## src/rtl/axis_lfsr_burst_ctrl.sv

```systemverilog
// Burst scheduler between the LFSR noise source and the DAC stream: gates bursts of
// noise beats, pads with zero-valued gap beats, and repeats for a programmed count.
module axis_lfsr_burst_ctrl #(
    parameter int AXIS_TDATA_WIDTH = 64,
    parameter int CNTR_WIDTH       = 32
) (
    input  logic                        aclk,
    input  logic                        aresetn,
    input  logic [CNTR_WIDTH-1:0]       cfg_burst_len,
    input  logic [CNTR_WIDTH-1:0]       cfg_gap_len,
    input  logic [CNTR_WIDTH-1:0]       cfg_repeat,
    input  logic                        trigger,
    input  logic                        stop,
    output logic                        sts_busy,
    output logic [CNTR_WIDTH-1:0]       sts_bursts,
    output logic                        s_axis_tready,
    input  logic [AXIS_TDATA_WIDTH-1:0] s_axis_tdata,
    input  logic                        s_axis_tvalid,
    input  logic                        m_axis_tready,
    output logic [AXIS_TDATA_WIDTH-1:0] m_axis_tdata,
    output logic                        m_axis_tvalid
);

    typedef enum logic [1:0] {
        ST_IDLE  = 2'd0,
        ST_BURST = 2'd1,
        ST_GAP   = 2'd2
    } state_t;

    state_t                  r_state;
    state_t                  w_next_state;
    logic                    r_enable;
    logic                    r_trig_d;
    logic [CNTR_WIDTH-1:0]   r_cnt;
    logic [CNTR_WIDTH-1:0]   r_len;
    logic [CNTR_WIDTH-1:0]   r_gap;
    logic [CNTR_WIDTH-1:0]   r_rep;
    logic [CNTR_WIDTH-1:0]   r_bursts;

    logic                    w_beat;
    logic                    w_start;
    logic                    w_burst_last;
    logic                    w_gap_last;
    logic                    w_stop_active;
    logic [CNTR_WIDTH-1:0]   w_bursts_inc;

    assign w_beat = (r_state == ST_BURST) ? (s_axis_tvalid & m_axis_tready) :
                    (r_state == ST_GAP)   ? m_axis_tready : 1'b0;

    // A zero burst length disarms the trigger entirely.
    assign w_start       = (r_state == ST_IDLE) && trigger && !r_trig_d &&
                           (cfg_burst_len != '0);
    assign w_burst_last  = (r_state == ST_BURST) && w_beat &&
                           (r_cnt == r_len - CNTR_WIDTH'(1));
    assign w_gap_last    = (r_state == ST_GAP) && w_beat &&
                           (r_cnt == r_gap - CNTR_WIDTH'(1));
    assign w_stop_active = (r_state != ST_IDLE) && stop;
    assign w_bursts_inc  = r_bursts + CNTR_WIDTH'(1);

    always_ff @(posedge aclk or negedge aresetn) begin
        if (!aresetn) begin
            r_state <= ST_IDLE;
        end else begin
            r_state <= w_next_state;
        end
    end

    // stop overrides the end-of-burst decision; the final beat still counts.
    always_comb begin
        w_next_state = r_state;
        case (r_state)
            ST_IDLE: begin
                if (w_start) begin
                    w_next_state = ST_BURST;
                end
            end
            ST_BURST: begin
                if (stop) begin
                    w_next_state = ST_IDLE;
                end else if (w_burst_last) begin
                    if ((r_rep != '0) && (w_bursts_inc == r_rep)) begin
                        w_next_state = ST_IDLE;
                    end else if (r_gap != '0) begin
                        w_next_state = ST_GAP;
                    end else begin
                        w_next_state = ST_BURST;
                    end
                end
            end
            ST_GAP: begin
                if (stop) begin
                    w_next_state = ST_IDLE;
                end else if (w_gap_last) begin
                    w_next_state = ST_BURST;
                end
            end
            default: w_next_state = ST_IDLE;
        endcase
    end

    always_comb begin
        m_axis_tdata  = '0;
        m_axis_tvalid = 1'b0;
        s_axis_tready = 1'b0;
        case (r_state)
            ST_IDLE: begin
                m_axis_tvalid = r_enable;
            end
            ST_BURST: begin
                m_axis_tdata  = s_axis_tdata;
                m_axis_tvalid = s_axis_tvalid;
                s_axis_tready = m_axis_tready;
            end
            ST_GAP: begin
                m_axis_tvalid = 1'b1;
            end
            default: begin
                m_axis_tvalid = 1'b0;
            end
        endcase
    end

    always_ff @(posedge aclk or negedge aresetn) begin
        if (!aresetn) begin
            r_enable <= 1'b0;
            r_trig_d <= 1'b0;
        end else begin
            r_enable <= 1'b1;
            r_trig_d <= trigger;
        end
    end

    always_ff @(posedge aclk or negedge aresetn) begin
        if (!aresetn) begin
            r_len <= '0;
            r_gap <= '0;
            r_rep <= '0;
        end else if (w_start) begin
            r_len <= cfg_burst_len;
            r_gap <= cfg_gap_len;
            r_rep <= cfg_repeat;
        end
    end

    always_ff @(posedge aclk or negedge aresetn) begin
        if (!aresetn) begin
            r_cnt    <= '0;
            r_bursts <= '0;
        end else begin
            if (w_start || w_stop_active || w_burst_last || w_gap_last) begin
                r_cnt <= '0;
            end else if (w_beat) begin
                r_cnt <= r_cnt + CNTR_WIDTH'(1);
            end

            if (w_start) begin
                r_bursts <= '0;
            end else if (w_burst_last) begin
                r_bursts <= w_bursts_inc;
            end
        end
    end

    assign sts_busy   = (r_state != ST_IDLE);
    assign sts_bursts = r_bursts;

endmodule

```

## config.mk

```make
export PLATFORM = sky130hd
export DESIGN_NAME = axis_lfsr_burst_ctrl
export DESIGN_NICKNAME = d
export VERILOG_FILES = /design/src/rtl/axis_lfsr_burst_ctrl.sv
export SDC_FILE = /design/constraint.sdc
export NUM_CORES = 1
export LEC_CHECK = 0
export CAP_MARGIN = 20
export CORE_MARGIN = 3
export CORE_UTILIZATION = 56
export DETAILED_ROUTE_END_ITERATION = 6
export HOLD_SLACK_MARGIN = 0.12
export MAX_ROUTING_LAYER = met4
export PLACE_DENSITY = 0.95
export REMOVE_ABC_BUFFERS = 1
export SLEW_MARGIN = 20
export SYNTH_ARGS = -nofsm -noshare
export SYNTH_HDL_FRONTEND = slang
export SYNTH_SLANG_ARGS = --single-unit
```

## constraint.sdc

```tcl
create_clock -name aclk -period 10.2 [get_ports aclk]
set_input_delay 1.02 -clock aclk [delete_from_list [all_inputs] [get_ports aclk]]
set_output_delay 1.02 -clock aclk [all_outputs]
set_load 0.005 [all_outputs]
```

# After elaboration in Yosys (flattened, before gate mapping)
# Cells that the tools add are included.
# totals
regBits,164
latchBits,0
ram_bits,0
rom_bits,0
in_bits,166
wordCells,59
mem_count,0
# op_classes
n_addsub,4
multipliers,0
div,0
n_lt_le_gt_ge,0
eq_ne,8
n_shift,0
n_mux,17
bitwise,1
reduce_logical,21
# op_table
operator,count
32-bit two-way mux,4
32-bit equality test,3
32-bit nonzero test,3
"32-bit by 1-bit adder with 32-bit output, second input constant",2
64-bit two-way mux,1
"32-bit by 1-bit subtractor with 32-bit output, second input constant",2
2-bit two-way mux,7
1-bit logical AND,9
"3-bit inequality test, second input constant",2
2-bit case mux with 3 select lines,1
2-bit nonzero test,3
1-bit logical OR,3
1-bit two-way mux,3
1-bit case mux with 3 select lines,1
3-bit AND reduction,1
"2-bit by 1-bit equality test with 1-bit output, second input constant",1
"2-bit equality test, second input constant",1
2-bit logical NOT,1
"2-bit inequality test, second input constant",1
1-bit bitwise AND,1
1-bit logical NOT,1

# Depth between registers and ports, before layout
# Gate-level depths: netlist of the first run.
# logic_depth
ltp_word,8
mapped_depth,12
depth_no_buf,10

# Worst setup path after synthesis of the first run
# Ideal clock, no wire load.
# synth_path
path_type,register to register
from,reg r_len[0]
to,reg r_cnt[10]
setup_ns,0.123
t_arrival_ns,3.073
required_time_ns,10.077
setup_slack_ns,7.005
path_stages_with_launch,13
synth_period_minus_slack_ns,3.195
path_cell_list,dfrtp_1 -> inv_1 -> ha_1 -> or3b_2 -> or4_1 -> a21o_1 -> a22oi_1 -> nand4_1 -> or4_4 -> o21ai_2 -> buf_6 -> buf_6 -> nor3_1
# synth_between
elab_chain_cells,6
# synth_rtl
element,line,source
start: declaration,35,logic [CNTR_WIDTH-1:0] r_len;
start signal: assignment,139,r_len <= cfg_burst_len;
32-bit by 1-bit subtractor with 32-bit output *,54,(r_cnt == r_len - CNTR_WIDTH'(1));
32-bit equality test *,54,
1-bit logical AND *,53,assign w_burst_last = (r_state == ST_BURST) && w_beat &&
1-bit logical OR * (2 in series),150,if (w_start || w_stop_active || w_burst_last || w_gap_last) begin
32-bit two-way mux / 2-bit nonzero test (equally long branches),n/a,
end signal: assignment,153,r_cnt <= r_cnt + CNTR_WIDTH'(1);
end: declaration,34,logic [CNTR_WIDTH-1:0] r_cnt;
# Every way passes the cells marked *; elsewhere a longest branch is shown, timed or not.
# A chain may end at the register's enable or synchronous reset.

# Worst setup path in the final report of the first run
# layout_path
from,reg r_len[4]
to,"reg r_bursts[19], in the netlist sts_bursts[19]"
# layout_between
elab_chain_cells,4
# layout_rtl
element,line,source
32-bit by 1-bit subtractor with 32-bit output,54,
32-bit equality test,54,
1-bit logical AND,53,
2-bit nonzero test (no source line),n/a,
end signal: assignment,159,r_bursts <= w_bursts_inc;
end: declaration,38,logic [CNTR_WIDTH-1:0] r_bursts;
# No other way between the ends.

==> flow_summary.json, run 1 <==
{
  "io_buffers": 264,
  "overflow": 0,
  "place.detailed.hpwl_um": 26600,
  "nFillCells": 1340,
  "slowest_delay_ns": 0.63,
  "wl_per_cell_um": 21.2,
  "synth_top_cell_area_share_pct": 35.5,
  "yosys-top-cells-count": "164 x dfrtp_1, 98 x mux2_2, 76 x and2_1",
  "hold_viol_final": 0,
  "ys_types": 78,
  "nets": 1627,
  "p_leak_nw": 5.68,
  "placementRows": 51,
  "cts_buffers": 17,
  "place_inst": 1702,
  "die_w_um": 150,
  "finalCritPeriodShare_pct": 41.0,
  "cpMaxStageDelayCell": "or4_4",
  "drt-initial-drc-count": 1052,
  "crit_family": "simple AND/OR/NAND/NOR gates",
  "cts_tree": "built",
  "cts-htree-levels": 4,
  "grt_util_all_layers_pct": 33.1,
  "crit_fanout": 57,
  "setup_viol": 0,
  "antenna_found_initial": 1,
  "grt_pass1_wl_um": 57300,
  "ys_seq_area_share_pct": 35.5,
  "cp_data_arrival_time_ns": 4.46,
  "cap_violations": 0,
  "worst_path_most_repeated_cell": "or4_4",
  "drt-total-wl_um": 36700,
  "hold_buffers": 0,
  "crit_buf_inv": 1,
  "finalMaxSlewViolations": 0,
  "coreArea_um2": 19800,
  "drtAntennaViolNets": 0,
  "multi_input_area_um2": 6980,
  "fmax_mhz": 239,
  "ctsResizeCount": 0,
  "synthCells": 1243,
  "area_growth_pct": 28.6,
  "synth_largest_area_cell": "dfrtp_1",
  "route.detailed.drc": 2,
  "synth-edff-count": 0,
  "fin_tns_setup_ns": 0,
  "status": "complete, but fails checks",
  "clk_path_buf_depth": 2,
  "syn_area_per_cell_um2": 9.29,
  "num_io_pins": 265,
  "final_util_pct": 74.8,
  "dieArea_um2": 22400,
  "crit_path_end_kind": "flip-flop",
  "synth_area_leaders": "dfrtp_1 36%, mux2_2 9.6%, xor2_1 5.5%, xnor2_1 5.4%, and2_1 4.1%",
  "period_needed_ns": 4.18,
  "root_buffer": "clkbuf_16",
  "gp_congestion": 0.983,
  "drive_gt1_share_pct": 11.9,
  "start_kind": "flip-flop",
  "fp.dieH_um": 150,
  "async_flop_share_pct": 100,
  "via_per_inst": 6.49,
  "crit_chain": "nor4_4, nand2_2, or4_4, a2111oi_2, nand4_1, or4_4, o21ai_4, buf_4, o21ai_0",
  "cts_sinks": 164,
  "clk_pin_slew_ns": 0.06,
  "p_per_area_nw_per_um2": 140,
  "synth.most_common_cell": "dfrtp_1",
  "worstSetupPathType": "flip-flop to flip-flop",
  "start_util_pct": 58.2,
  "relSlewSlack_pct": 37.2,
  "synth_flop_cell": "dfrtp_1",
  "insertion_delay_ns": 0.45,
  "required_ns": 10.49,
  "grt_max_degree": 99,
  "yosysWarnings": 0,
  "ff_latch_area_um2": 4100,
  "layout.cells.non_filler": 1734,
  "finalPower_mw": 2.08,
  "route.vias.total": 11260,
  "hold_class": "flip-flop to flip-flop",
  "synth_area_um2": 11500,
  "peakVddDrop_mv": 0.115,
  "violations": "design-rule violations",
  "rsz0062_at_grt": "false",
  "ys_ff_latch": 164,
  "drtPass1Iterations": 7,
  "grt_pass1_vias": 10979,
  "worst_pin_slew_ns": 0.935,
  "skew_ns": 0.0108,
  "holdWs_ns": 0.563,
  "cts_setup_buffers": 0
}
## cell families (layout without fill, tap and decap cells)
logic type	after synthesis	after routing	synth area share [%]
other	1	2	0.0325
AND/OR/NAND/NOR	524	524	26.9
flip-flops	164	164	35.5
AO/OA/AOI/OAI	178	178	10.6
buffers and inverters	114	339	4.24
XOR/XNOR	147	147	11.5
multiplexers	110	110	10.6
adder cells (fa/ha/maj)	5	5	0.542
## layout make-up
cell class | instances | area share (%)
clock inverter | 9 | 0.868
timing repair buffer | 273 | 18.3
multi-input combinational | 965 | 47.0
tap | 265 | 2.23
sequential | 164 | 27.6
clock buffer | 22 | 3.13
antenna | 1 | 0.0168
inverter | 35 | 0.885
## flip-flops by register name, indices dropped and copies added (netlist names)
| signal | count |
|---|---|
| r_cnt | 32 |
| r_enable | 1 |
| r_gap | 32 |
| r_len | 32 |
| r_rep | 32 |
| r_state | 2 |
| r_trig_d | 1 |
| sts_bursts | 32 |
## cell usage in the layout (no fill, tap or decap), drive strengths merged, types with 9 or more instances in the layout
cell,n
inv,35
and3,17
nand2,53
mux2,98
dfrtp,164
and2,77
nor4,50
buf,10
a31oi,18
nand3,36
nand4,48
xor2,73
a21oi,16
nor2,66
clkdlybuf4s50,263
or4,24
o31ai,9
o21ai,45
mux2i,12
xnor2,71
nor3,75
clkbuf,22
nand2b,12
o211ai,26
or3,18
## final timing paths
| check | startpoint | endpoint | slack, ns | depth (start not counted) |
|---|---|---|---|---|
| worst min-delay path | r_len[31] | r_len[31] | 0.56 | 1 |
| worst max register to register | r_len[4] | sts_bursts[19] | 6.02 | 9 |
| min in group asynchronous | aresetn | r_len[11] | 0.69 | 1 |
| worst min register to register | r_len[31] | r_len[31] | 0.56 | 1 |
| max in group asynchronous | aresetn | r_cnt[4] | 8.07 | 2 |
| worst max-delay path | r_len[4] | sts_bursts[19] | 6.02 | 9 |
## layer usage
layer  track usage [%]  routed length (um)
met5                 -                   0
met4              19.5                2240
met3              8.18                3740
met2              54.3               17900
met1              36.9               12900
## per-stage QoR
step / worst slack [ns] / cell area [um^2]
finish: 6.02 / 14900
global route: 5.83 / 14900
CTS: 5.93 / 14800
detailed placement: 5.86 / 14300
global placement: 5.96 / 14300
floorplan: 1.65 / 11200
## report_power, final
group / internal [mW] / total [mW] / switching, mW
combinational: 0.298 / 0.534 / 0.236
clock: 0.395 / 0.661 / 0.266
sequential: 0.735 / 0.882 / 0.148
total: 1.43 / 2.08 / 0.649
Note: power is estimated with default switching activity, not from simulation.
==> run 2: changes to the inputs <==
CORE_UTILIZATION = 47   (was 56)
PLACE_DENSITY = 0.86   (was 0.95)
clock period = 3.5 ns   (was 10.2 ns; I/O delays follow)
==> run 2 against run 1 <==
Compared with the run above: the flow now finishes without violations; die area rose by 18%; sequential cell count did not move; sequential power rose to 2.9 times the previous value; global-route usage fell by 3.7 points.
==> flow_summary.json, run 2 (synthesis gave the netlist of run 1 again) <==
{
  "timing.rr.end": "r_cnt[31]",
  "drive_gt1_share_pct": 16.2,
  "cap_violations": 0,
  "place_area_um2": 14900,
  "insertion_delay_ns": 0.44,
  "setup_ws_ns": 0.109,
  "grt_max_degree": 95,
  "die_w_um": 163,
  "finalCritPeriodShare_pct": 96.9,
  "via_per_inst": 6.06,
  "drt-total-wl_um": 39400,
  "layout.cells.non_filler": 1860,
  "relSlewSlack_pct": 43.2,
  "period_needed_ns": 3.39,
  "status": "finished clean",
  "gp_congestion": 0.981,
  "drt-initial-drc-count": 1117,
  "area_growth_pct": 35.5,
  "peakVddDrop_mv": 0.298,
  "hold_class": "input port to flip-flop",
  "multi_input_area_um2": 7060,
  "hold_viol_final": 0,
  "crit_fanout": 32,
  "clk_pin_slew_ns": 0.07,
  "grt_util_all_layers_pct": 29.5,
  "reg2reg_slack_ns": 0.11,
  "setup_viol": 0,
  "overflow": 0,
  "coreArea_um2": 23800,
  "hp-start": "trigger",
  "drtAntennaViolNets": 0,
  "cts_buffers": 17,
  "nets": 1698,
  "place_ws_ns": -0.0360,
  "place.detailed.hpwl_um": 30100,
  "grt_pass1_wl_um": 59800,
  "clk_path_buf_depth": 2,
  "crit_path_end_kind": "flip-flop",
  "cts-htree-levels": 4,
  "route.vias.total": 11267,
  "ff_latch_area_um2": 4100,
  "start_kind": "flip-flop",
  "route.detailed.drc": 0,
  "antenna_found_initial": 2,
  "start_util_pct": 48.5,
  "cpMaxStageDelayCell": "or4_1",
  "fmax_mhz": 295,
  "cp_data_arrival_time_ns": 3.71,
  "finalPower_mw": 6.14,
  "cts_sinks": 164,
  "skew_ns": 0.0138,
  "final_common_cell": "clkdlybuf4s50_1",
  "placementRows": 56,
  "cts_tree": "built",
  "io_buffers": 264,
  "slowest_delay_ns": 0.59,
  "crit_chain": "buf_4, nor4_4, nand4_1, nor3_1, xnor2_1, or4_1, or4_1, nand2_1, buf_12, nor3_1",
  "holdPathStages": 1,
  "finalMaxSlewViolations": 0,
  "dieArea_um2": 26500,
  "reg2reg_depth": 10,
  "root_buffer": "clkbuf_16",
  "p_leak_nw": 6.08,
  "worstHoldEndpoint": "r_trig_d",
  "drtPass1Iterations": 5,
  "wl_per_cell_um": 21.2,
  "worstSetupPathType": "flip-flop to flip-flop",
  "fp.dieH_um": 163,
  "required_ns": 3.81,
  "design_area_um2": 15600,
  "num_io_pins": 265,
  "most-common-layout-cells": "263 x clkdlybuf4s50_1, 164 x dfrtp_1, 98 x mux2_2",
  "p_per_area_nw_per_um2": 392,
  "grt_pass1_vias": 10988,
  "worst_pin_slew_ns": 0.852,
  "rr_startpoint": "r_gap[1]",
  "nFillCells": 1887,
  "place_inst": 1819
}
==> run 2: cell type report <==
| type | count | share of cell area (%) |
|---|---|---|
| well taps | 319 | 2.55 |
| inverters | 35 | 0.840 |
| clock inverters | 11 | 0.832 |
| multi-input cells | 966 | 45.2 |
| diodes | 2 | 0.0320 |
| repair buffers | 343 | 21.5 |
| flip-flops and latches | 164 | 26.2 |
| clock buffers | 20 | 2.86 |
==> run 2: routing by layer <==
| layer | share of wire (%) | wire (um) | track usage (%) |
|---|---|---|---|
| met3 | 8.7 | 3430 | 6.15 |
| met2 | 49 | 19500 | 50.5 |
| met4 | 5.7 | 2250 | 15.1 |
| met1 | 36 | 14300 | 32.4 |
| met5 | 0 | 0 | - |
==> run 2: where the power goes <==
part / internal [mW] / total [mW] / switching, mW
sequential: 2.14 / 2.52 / 0.379
clock: 1.07 / 1.88 / 0.808
combinational: 0.958 / 1.74 / 0.781
==> run 2: critical path, delay by kind of cell (launching register included) <==
family	cells	cell delay, ns
simple gates	7	2.40
flops	1	0.38
buf+inv	2	0.35
xor+xnor	1	0.11
==> run 2: worst max path at each step <==
stage,startpoint,cells past startpoint,end
after global routing,r_gap[1],11,r_cnt[31]
final,r_gap[1],10,r_cnt[31]
after detailed placement,r_gap[1],11,r_cnt[9]
after floorplan,cfg_burst_len[24],5,sts_bursts[11]
after CTS,r_len[1],11,r_cnt[31]
after global placement,r_gap[0],11,r_cnt[1]
==> run 2: metrics by stage <==
stage / util, % / hold WS [ns] / setup TNS (ns)
detailed placement: 62.4 / 0.500 / -0.905
CTS: 64.9 / 0.370 / 0
finish: 65.7 / 0.382 / 0
global route: 65.7 / 0.385 / -1.08
floorplan: - / 0.0544 / -508.38
global placement: 62.4 / 0.489 / 0
==> run 2: timing repair <==
action / CTS / global route
resized for setup: 1 / 11
setup endpoints to repair: 32 / 58
endpoints found under the hold margin: 93 / 0
hold buffers: 1 / 0
pin swaps: 0 / 6
buffers inserted: 0 / 4
gates cloned: 0 / 3
==> run 3: changes to the inputs <==
PLACE_DENSITY = 0.84   (was 0.86)
==> run 3 against run 2 <==
Compared with the run above: sequential cell count did not move; hold slack improved by 0.0040 ns; critical path depth fell by 1; core utilization is 0.40 points lower; final area decreased by 0.62%; combinational power decreased by 2%; register-to-register slack improved by 0.03 ns; routed wire length down 6.5%; critical endpoint is now sts_bursts[12].
==> flow_summary.json, run 3 (synthesis gave the netlist of run 1 again) <==
{
  "peakVddDrop_mv": 0.342,
  "die_w_um": 163,
  "setup_viol": 0,
  "final_common_cell": "clkdlybuf4s50_1",
  "fin_tns_setup_ns": 0,
  "hold_class": "input port to flip-flop",
  "clk_path_buf_depth": 2,
  "cts_buffers": 17,
  "fp.dieH_um": 163,
  "required_ns": 3.80,
  "cts_sinks": 164,
  "cts_tree": "built",
  "via_per_inst": 5.99,
  "relSlewSlack_pct": 40.0,
  "rsz0062_at_grt": "false",
  "gp_congestion": 0.964,
  "drive_gt1_share_pct": 15.7,
  "place_inst": 1809,
  "area_growth_pct": 34.6,
  "grt_util_all_layers_pct": 27.9,
  "crit_path_end_kind": "flip-flop",
  "placementRows": 56,
  "overflow": 0,
  "crit_fanout": 25,
  "p_per_area_nw_per_um2": 405,
  "finalCritPeriodShare_pct": 96.0,
  "fmax_mhz": 298,
  "dieArea_um2": 26500,
  "cts-htree-levels": 4,
  "most-common-layout-cells": "263 x clkdlybuf4s50_1, 163 x dfrtp_1, 98 x mux2_2",
  "worstSetupPathType": "flip-flop to flip-flop",
  "drtPass1Iterations": 7,
  "drt-total-wl_um": 36800,
  "cap_violations": 0,
  "drtAntennaViolNets": 0,
  "finalMaxSlewViolations": 0,
  "start_util_pct": 48.5,
  "io_buffers": 264,
  "coreArea_um2": 23800,
  "route.vias.total": 11044,
  "num_io_pins": 265,
  "hold_viol_final": 0,
  "cp_data_arrival_time_ns": 3.66,
  "period_needed_ns": 3.36,
  "holdWs_ns": 0.386,
  "route.detailed.drc": 0,
  "setup_ws_ns": 0.139,
  "antenna_found_initial": 0,
  "clk_pin_slew_ns": 0.07,
  "place_ws_ns": 0.0469,
  "worst_pin_slew_ns": 0.899,
  "grt_max_degree": 91,
  "start_kind": "flip-flop",
  "place.detailed.hpwl_um": 27900,
  "layout.cells.non_filler": 1845,
  "root_buffer": "clkbuf_16",
  "grt_pass1_wl_um": 57500,
  "grt_pass1_vias": 10695,
  "p_leak_nw": 6.04,
  "nets": 1684,
  "insertion_delay_ns": 0.43,
  "antenna_cells": 0,
  "status": "finished clean",
  "drt-initial-drc-count": 954,
  "wl_per_cell_um": 20.0,
  "skew_ns": 0.00982
}
## run 3: cell count changes in the layout (fill, tap and decap cells not counted), moves of 2 or more
cell,before,now
bufinv_16,2,4
clkbuf_8,1,4
buf_4,69,59
diode_2,2,0
buf_12,7,5
clkinvlp_4,4,2
## run 3: metrics by stage
step	cell area (um^2)	util [%]	total power, mW
finish	15500	65.3	6.30
global route	15500	65.3	6.58
floorplan	11200	-	3.45
detailed placement	14800	62.1	4.20
CTS	15500	64.9	6.28
global placement	14800	62.1	4.14
## run 3: routing by layer
metal | vias up | track usage (%) | part of all wire [%]
li1 | 5093 | - | -
met2 | 572 | 47.3 | 49
met3 | 83 | 5.65 | 8.3
met5 | - | - | 0
met4 | 0 | 9.69 | 3.2
met1 | 5296 | 33.2 | 39
## run 3: area by class of cell
cell class | count | area (um^2)
clock inverters | 10 | 170
flip-flops and latches | 164 | 4110
inverters | 35 | 131
fillers | 1913 | 8280
multi-input cells | 965 | 7030
clock buffers | 22 | 484
repair buffers | 330 | 3220
well taps | 319 | 399
## run 3: final timing paths
kind / start / to / slack, ns / depth (start not counted)
max: r_len[9] / sts_bursts[12] / 0.14 / 9
min: trigger / r_trig_d / 0.39 / 1
max reg2reg: r_len[9] / sts_bursts[12] / 0.14 / 9
min reg2reg: r_rep[8] / r_rep[8] / 0.55 / 1
max in group asynchronous: aresetn / r_gap[0] / 1.96 / 3
min in group asynchronous: aresetn / r_len[11] / 0.56 / 2
## run 3: timing repair
action | CTS | global route
resized for setup | 0 | 13
hold buffers | 1 | 0
endpoints found under the hold margin | 88 | 0
endpoints found under the setup margin | 0 | 59
buffers inserted | 0 | 2
## run 3: critical path: stages (launching register included)
cell and delay, ns:
dfrtp_1 0.45, nor4_4 0.46, nand2b_2 0.14, or4_4 0.54, a2111oi_2 0.36, nand4_1 0.16
or4_4 0.60, o21ai_4 0.22, buf_12 0.20, o21ai_0 0.10
## run 3: power breakdown
part	total, mW	switching (mW)	internal, mW
registers	2.52	0.377	2.14
clock network	2.08	0.798	1.28
logic	1.70	0.757	0.947
total	6.30	1.93	4.37
